==> src/rtl/mips_regfile_reader.sv <==
// mips_regfile_reader
//   Read side of a core's 32 x 32-bit general-purpose register file. It also
//   keeps a pending-write scoreboard with one busy bit per register: the bit
//   is set when a producer issues and cleared when its writeback commits.
//
// Ports
//   clk, reset_n        clock; asynchronous active-low reset
//   rs_addr / rt_addr   read port indices
//   rs_data / rt_data   combinational read data (register 0 reads 0,
//                       write-through bypass from the commit port)
//   rs_busy / rt_busy   register has an uncommitted producer; a register
//                       committing this cycle reads not-busy
//   iss_en, iss_addr    issue of an instruction that will write iss_addr
//   wr_en, wr_addr,
//   wr_data             writeback commit
//   flush               squash: clear every busy bit (the commit still lands)
//   any_busy            OR of the registered busy bits (no bypass term)
//
// The parameters must satisfy 2**ADDR_WIDTH == NUM_REGS.

// One read port. Both ports are identical, so the top instantiates this
// once per port.
module mips_regfile_rd_port #(
    parameter int DATA_WIDTH = 32,
    parameter int NUM_REGS   = 32,
    parameter int ADDR_WIDTH = 5
) (
    input  logic [NUM_REGS-1:0][DATA_WIDTH-1:0] regs,
    input  logic [NUM_REGS-1:0]                 busy,
    input  logic                                wr_en,
    input  logic [ADDR_WIDTH-1:0]               wr_addr,
    input  logic [DATA_WIDTH-1:0]               wr_data,
    input  logic [ADDR_WIDTH-1:0]               addr,
    output logic [DATA_WIDTH-1:0]               data,
    output logic                                busy_out
);
    logic zero;
    logic hit;

    assign zero = (addr == '0);
    assign hit  = wr_en && (wr_addr == addr);

    always_comb begin
        data     = regs[addr];
        busy_out = busy[addr] & ~hit;
        if (zero) begin
            data     = '0;
            busy_out = 1'b0;
        end else if (hit) begin
            data = wr_data;
        end
    end
endmodule

module mips_regfile_reader #(
    parameter int DATA_WIDTH = 32,
    parameter int NUM_REGS   = 32,
    parameter int ADDR_WIDTH = 5
) (
    input  logic                  clk,
    input  logic                  reset_n,
    input  logic [ADDR_WIDTH-1:0] rs_addr,
    input  logic [ADDR_WIDTH-1:0] rt_addr,
    output logic [DATA_WIDTH-1:0] rs_data,
    output logic [DATA_WIDTH-1:0] rt_data,
    output logic                  rs_busy,
    output logic                  rt_busy,
    input  logic                  iss_en,
    input  logic [ADDR_WIDTH-1:0] iss_addr,
    input  logic                  wr_en,
    input  logic [ADDR_WIDTH-1:0] wr_addr,
    input  logic [DATA_WIDTH-1:0] wr_data,
    input  logic                  flush,
    output logic                  any_busy
);
    localparam int NUM_PORTS = 2;

    logic [NUM_REGS-1:0][DATA_WIDTH-1:0]  regs;
    logic [NUM_REGS-1:0]                  busy;
    logic [NUM_REGS-1:0]                  busy_nxt;
    logic [NUM_PORTS-1:0][ADDR_WIDTH-1:0] port_addr;
    logic [NUM_PORTS-1:0][DATA_WIDTH-1:0] port_data;
    logic [NUM_PORTS-1:0]                 port_busy;

    // Storage: writes to register 0 are dropped, so it stays at its reset 0.
    always_ff @(posedge clk or negedge reset_n) begin
        if (!reset_n) begin
            regs <= '0;
        end else if (wr_en && (wr_addr != '0)) begin
            regs[wr_addr] <= wr_data;
        end
    end

    // Busy update. The commit clear is applied before the issue set, so a
    // same-cycle issue to the committing register leaves it busy: the new
    // producer supersedes the old one. Flush discards the issue entirely.
    always_comb begin
        busy_nxt = busy;
        if (flush) begin
            busy_nxt = '0;
        end else begin
            if (wr_en)
                busy_nxt[wr_addr] = 1'b0;
            if (iss_en)
                busy_nxt[iss_addr] = 1'b1;
        end
        busy_nxt[0] = 1'b0;
    end

    always_ff @(posedge clk or negedge reset_n) begin
        if (!reset_n)
            busy <= '0;
        else
            busy <= busy_nxt;
    end

    assign any_busy = |busy;

    assign port_addr[0] = rs_addr;
    assign port_addr[1] = rt_addr;

    for (genvar p = 0; p < NUM_PORTS; p++) begin : g_port
        mips_regfile_rd_port #(
            .DATA_WIDTH(DATA_WIDTH),
            .NUM_REGS  (NUM_REGS),
            .ADDR_WIDTH(ADDR_WIDTH)
        ) u_port (
            .regs    (regs),
            .busy    (busy),
            .wr_en   (wr_en),
            .wr_addr (wr_addr),
            .wr_data (wr_data),
            .addr    (port_addr[p]),
            .data    (port_data[p]),
            .busy_out(port_busy[p])
        );
    end

    assign rs_data = port_data[0];
    assign rt_data = port_data[1];
    assign rs_busy = port_busy[0];
    assign rt_busy = port_busy[1];
endmodule

==> config.mk <==
export PLATFORM = sky130hd
export DESIGN_NAME = mips_regfile_reader
export DESIGN_NICKNAME = d
export VERILOG_FILES = /design/src/rtl/mips_regfile_reader.sv
export SDC_FILE = /design/constraint.sdc
export NUM_CORES = 2
export LEC_CHECK = 0
export ABC_CLOCK_PERIOD_IN_PS = 2600
export BUFFER_PORTS_ARGS = -buffer_cell sky130_fd_sc_hd__buf_2
export CAP_MARGIN = 15
export CORE_MARGIN = 4
export CORE_UTILIZATION = 45
export DETAILED_ROUTE_END_ITERATION = 8
export GPL_TIMING_DRIVEN = 0
export REMOVE_ABC_BUFFERS = 1
export SLEW_MARGIN = 40
export SYNTH_ARGS = -nofsm -noshare
export SYNTH_HDL_FRONTEND = slang
export SYNTH_SLANG_ARGS = --single-unit
==> constraint.sdc <==
create_clock -name clk -period 2.6 [get_ports clk]
set_input_delay 0.13 -clock clk [delete_from_list [all_inputs] [get_ports clk]]
set_output_delay 0.13 -clock clk [all_outputs]
set_load 0.02 [all_outputs]
==> reports/results.txt <==
Status: finished with violations
Failing checks: negative setup slack
Routed length per instance: 35.26 µm
Clock-pin slew on the worst setup and hold paths: 0.06 ns
DR vias/cell: 6.773
Grt ovf: 0
Initial antenna violation count: 9
PortBufs: 123
CP Max Fanout: 28
Fin. Hold Viols: 0
IO Pins: 124
Post-Synthesis Cell Area: 56340 µm²
Most frequent cells in the layout: dfrtp_1 (1055), mux2_2 (1000), mux4_2 (525)
Core ar.: 124000 µm²
Gr busiest metal: met2
First-pass GRT wire length: 286200 µm
Met3 GRT Util: 0.06476
Critical Path AT: 2.79 ns
Buffers plus inverters on the worst setup path: 7
Die area: 130900 µm²
CP Launch Point: rt_addr[2]
Final Cell Area: 67830 µm²
Req. time, crit path: 2.47 ns
H-tree depth: 3
GRT Total Usage: 0.3016
Area of the multi-input gates: 29040 µm²
Die W: 361.8 µm
Filler cells: 9986
LEAKAGE: 0.02915 µW
Unique cell type count in the Yosys netlist: 56
Post-synth EDFFs: 0
GPL Wtd Cong: 0.7844
DP HPWL: 120400 µm
Commonest non-fill, non-tap cell in the layout: dfrtp_1
Crit-path cells: buf_12 -> buf_16 -> xnor2_1 -> nand2_2 -> nor2_4 -> nor3_2 -> buf_4 -> buf_4 -> buf_4 -> buf_4 -> a221o_1 -> buf_6
Max incr delay on CP: 0.39 ns
Synth Flop Type: dfrtp_1
Nets: 3942
Die height: 361.8 µm
Max Cap Violations: 0
Min Tclk post-route: 2.920 ns
Vias in the first global route: 38850
Placed Cells incl. Taps: 5263
Root buf cell: clkbuf_16
Share of layout cells above drive strength 1: 0.5809
Largest net degree at the start of global routing: 101
Peak VDD IR: 0.5805 mV
Crit start category: input port
Final WS setup: -0.3201 ns
Clock Skews: 0 ns
Clock sinks: 1055
Synthesized flop and latch total: 1055
Via count of the routed design: 38070
Syn Inst Count: 3772
Met1 Use GR: 0.4381
Crit-path leading delay family: buffers and inverters
FF+latch area: 26400 µm²
Finished Layout Cells: 5620
Slew HR: 0.3821
Max-slew violations: 0
Pre-antenna DRT Iters: 5
Setup Viol. Count Final: 20
Final wirelength: 198200 µm
Ys async rst share: 1.000
Initial Util: 0.4545
Met2 Use GR: 0.4535
Final ANT Viol Nets: 0
Reg2reg start: busy[20]
Most frequent CP cell: buf_4
Post-layout util: 0.5472
RSZ-0062 raised after global routing: yes
Hold crit path type: in -> async
Tightest Pin Transition: 0.9234 ns
Nature of the critical path endpoint: output pin
Post-Syn Area per Cell: 14.94 µm²
Layout area overhead: 20.39%
Worst-Skew Late Latency: 0.72 ns
Power density cells: 738.1 nW/µm²
Tcrit/Tclk final: 1.123
Area after DPL: 61000 µm²
Worst path slowest cell: a221o_1
Num CTS Buffers: 116
Remaining DRCs: 0
Max Clk Rate: 342.5 MHz
Rows: 129
DRT iter0 DRCs: 4543
Yosys warning total: 0
CTS tree: yes
Sequential element share of the synthesized area: 0.4686
CP Class: in -> out
Clock Path Buffers: 3
sequential cells by signal, indices dropped and copies added, names as in the netlist:
name	count
regs	1024
busy	31
synth_stat cells, types with 2 or more instances:
master	n	area, µm²
o22ai_1	46	287.8
nand2_1	88	330.3
a211oi_1	31	232.7
and3b_1	4	35.03
nor4_1	9	56.30
nor2b_1	10	62.56
a221oi_1	2	17.52
a31oi_1	3	18.77
buf_2	96	480.5
a21oi_1	62	310.3
mux4_2	525	11820
nor3b_1	11	82.58
buf_1	57	214.0
clkbuf_1	244	915.9
o211ai_1	6	45.04
a221o_1	18	180.2
or3b_2	2	17.52
xnor2_1	10	87.58
nand3b_1	6	45.04
nand3_1	34	170.2
a32o_1	5	50.05
o21ai_0	38	190.2
o221ai_1	4	35.03
and3_1	16	100.1
dfrtp_1	1055	26400
o211a_1	5	50.05
buf_4	17	127.6
a22oi_1	117	878.3
a32oi_1	2	17.52
buf_6	18	202.7
or2_2	6	37.54
and2_0	2	12.51
mux2_2	1002	11280
o2bb2ai_1	2	17.52
and2_1	16	100.1
a22o_1	30	262.8
or4_1	3	22.52
nand4_1	4	25.02
nor3_1	34	170.2
mux2i_1	55	550.5
o22a_1	5	43.79
nor2_1	52	195.2
nand2b_1	7	43.79
where the power goes:
group	total [µW]	internal, µW	leakage [µW]	switching [µW]
logic	11000	6540	0.0136	4420
registers	21600	19500	0.0136	2090
clock network	17600	10400	0.00199	7120
timing repair:
| action | in CTS | in global routing |
|---|---|---|
| endpoints found under the setup margin | 66 | 108 |
| pin swaps | 37 | 44 |
| gates cloned | 24 | 4 |
| setup buffers | 82 | 19 |
| hold buffers | 15 | 0 |
| endpoints found under the hold margin | 360 | 0 |
| resized for setup | 149 | 98 |
cell type report:
type | instances | area share
clock inverters | 43 | 0.008522
repair buffers | 425 | 0.09284
clock buffers | 170 | 0.05087
multi-input cells | 2286 | 0.4282
diodes | 3 | 0.0001107
inverters | 1 | 0.00009223
well taps | 1637 | 0.03020
flip-flops and latches | 1055 | 0.3892
cell families (layout without fill, tap and decap cells):
| family | count (synthesis) | after routing | share of synthesized area |
|---|---|---|---|
| multiplexers | 1582 | 1582 | 0.4199 |
| flip-flops | 1055 | 1055 | 0.4686 |
| buffers and inverters | 433 | 639 | 0.03451 |
| AO/OA/AOI/OAI | 382 | 382 | 0.04779 |
| AND/OR/NAND/NOR | 310 | 312 | 0.02767 |
| XOR/XNOR | 10 | 10 | 0.001554 |
| other | 0 | 3 | 0 |
per-stage QoR:
| step | setup slack [ns] | hold slack [ns] | TNS, ns | total power, µW |
|---|---|---|---|---|
| 2_1_floorplan | -0.3135 | -0.1656 | -9.950 | 27970 |
| 3_3_place_gp | -22.58 | 0.3763 | - | 31530 |
| 3_5_place_dp | -1.497 | 0.1917 | -50.66 | 31770 |
| 4_1_cts | -0.3598 | 0.006166 | -4.367 | 49980 |
| 5_1_grt | -0.3735 | 0.03779 | -5.439 | 52020 |
| 6_report | -0.3201 | 0.02080 | -3.793 | 50070 |
routing by layer:
| layer | wire length [µm] | share of wire |
|---|---|---|
| met1 | 82140 | 0.41 |
| met2 | 89100 | 0.45 |
| met3 | 19010 | 0.096 |
| met4 | 7897 | 0.040 |
| met5 | 13 | 0.000066 |
tightest hold or removal path, delay by kind of cell:
| kind | cells | cell delay (ns) |
|---|---|---|
| buf+inv | 3 | 1.02 |
path summary, 6_finish.rpt:
kind / to / slack, ns / depth (start not counted)
worst max-delay path: rt_data[2] / -0.32 / 12
worst min-delay path: regs[771] / 0.02 / 3
worst max register to register: busy[20] / 1.29 / 3
worst min register to register: regs[10] / 0.39 / 0
max in group asynchronous: regs[514] / 0.52 / 7
min in group clk: regs[54] / 0.05 / 2
Power figures use the tool's default switching activity.
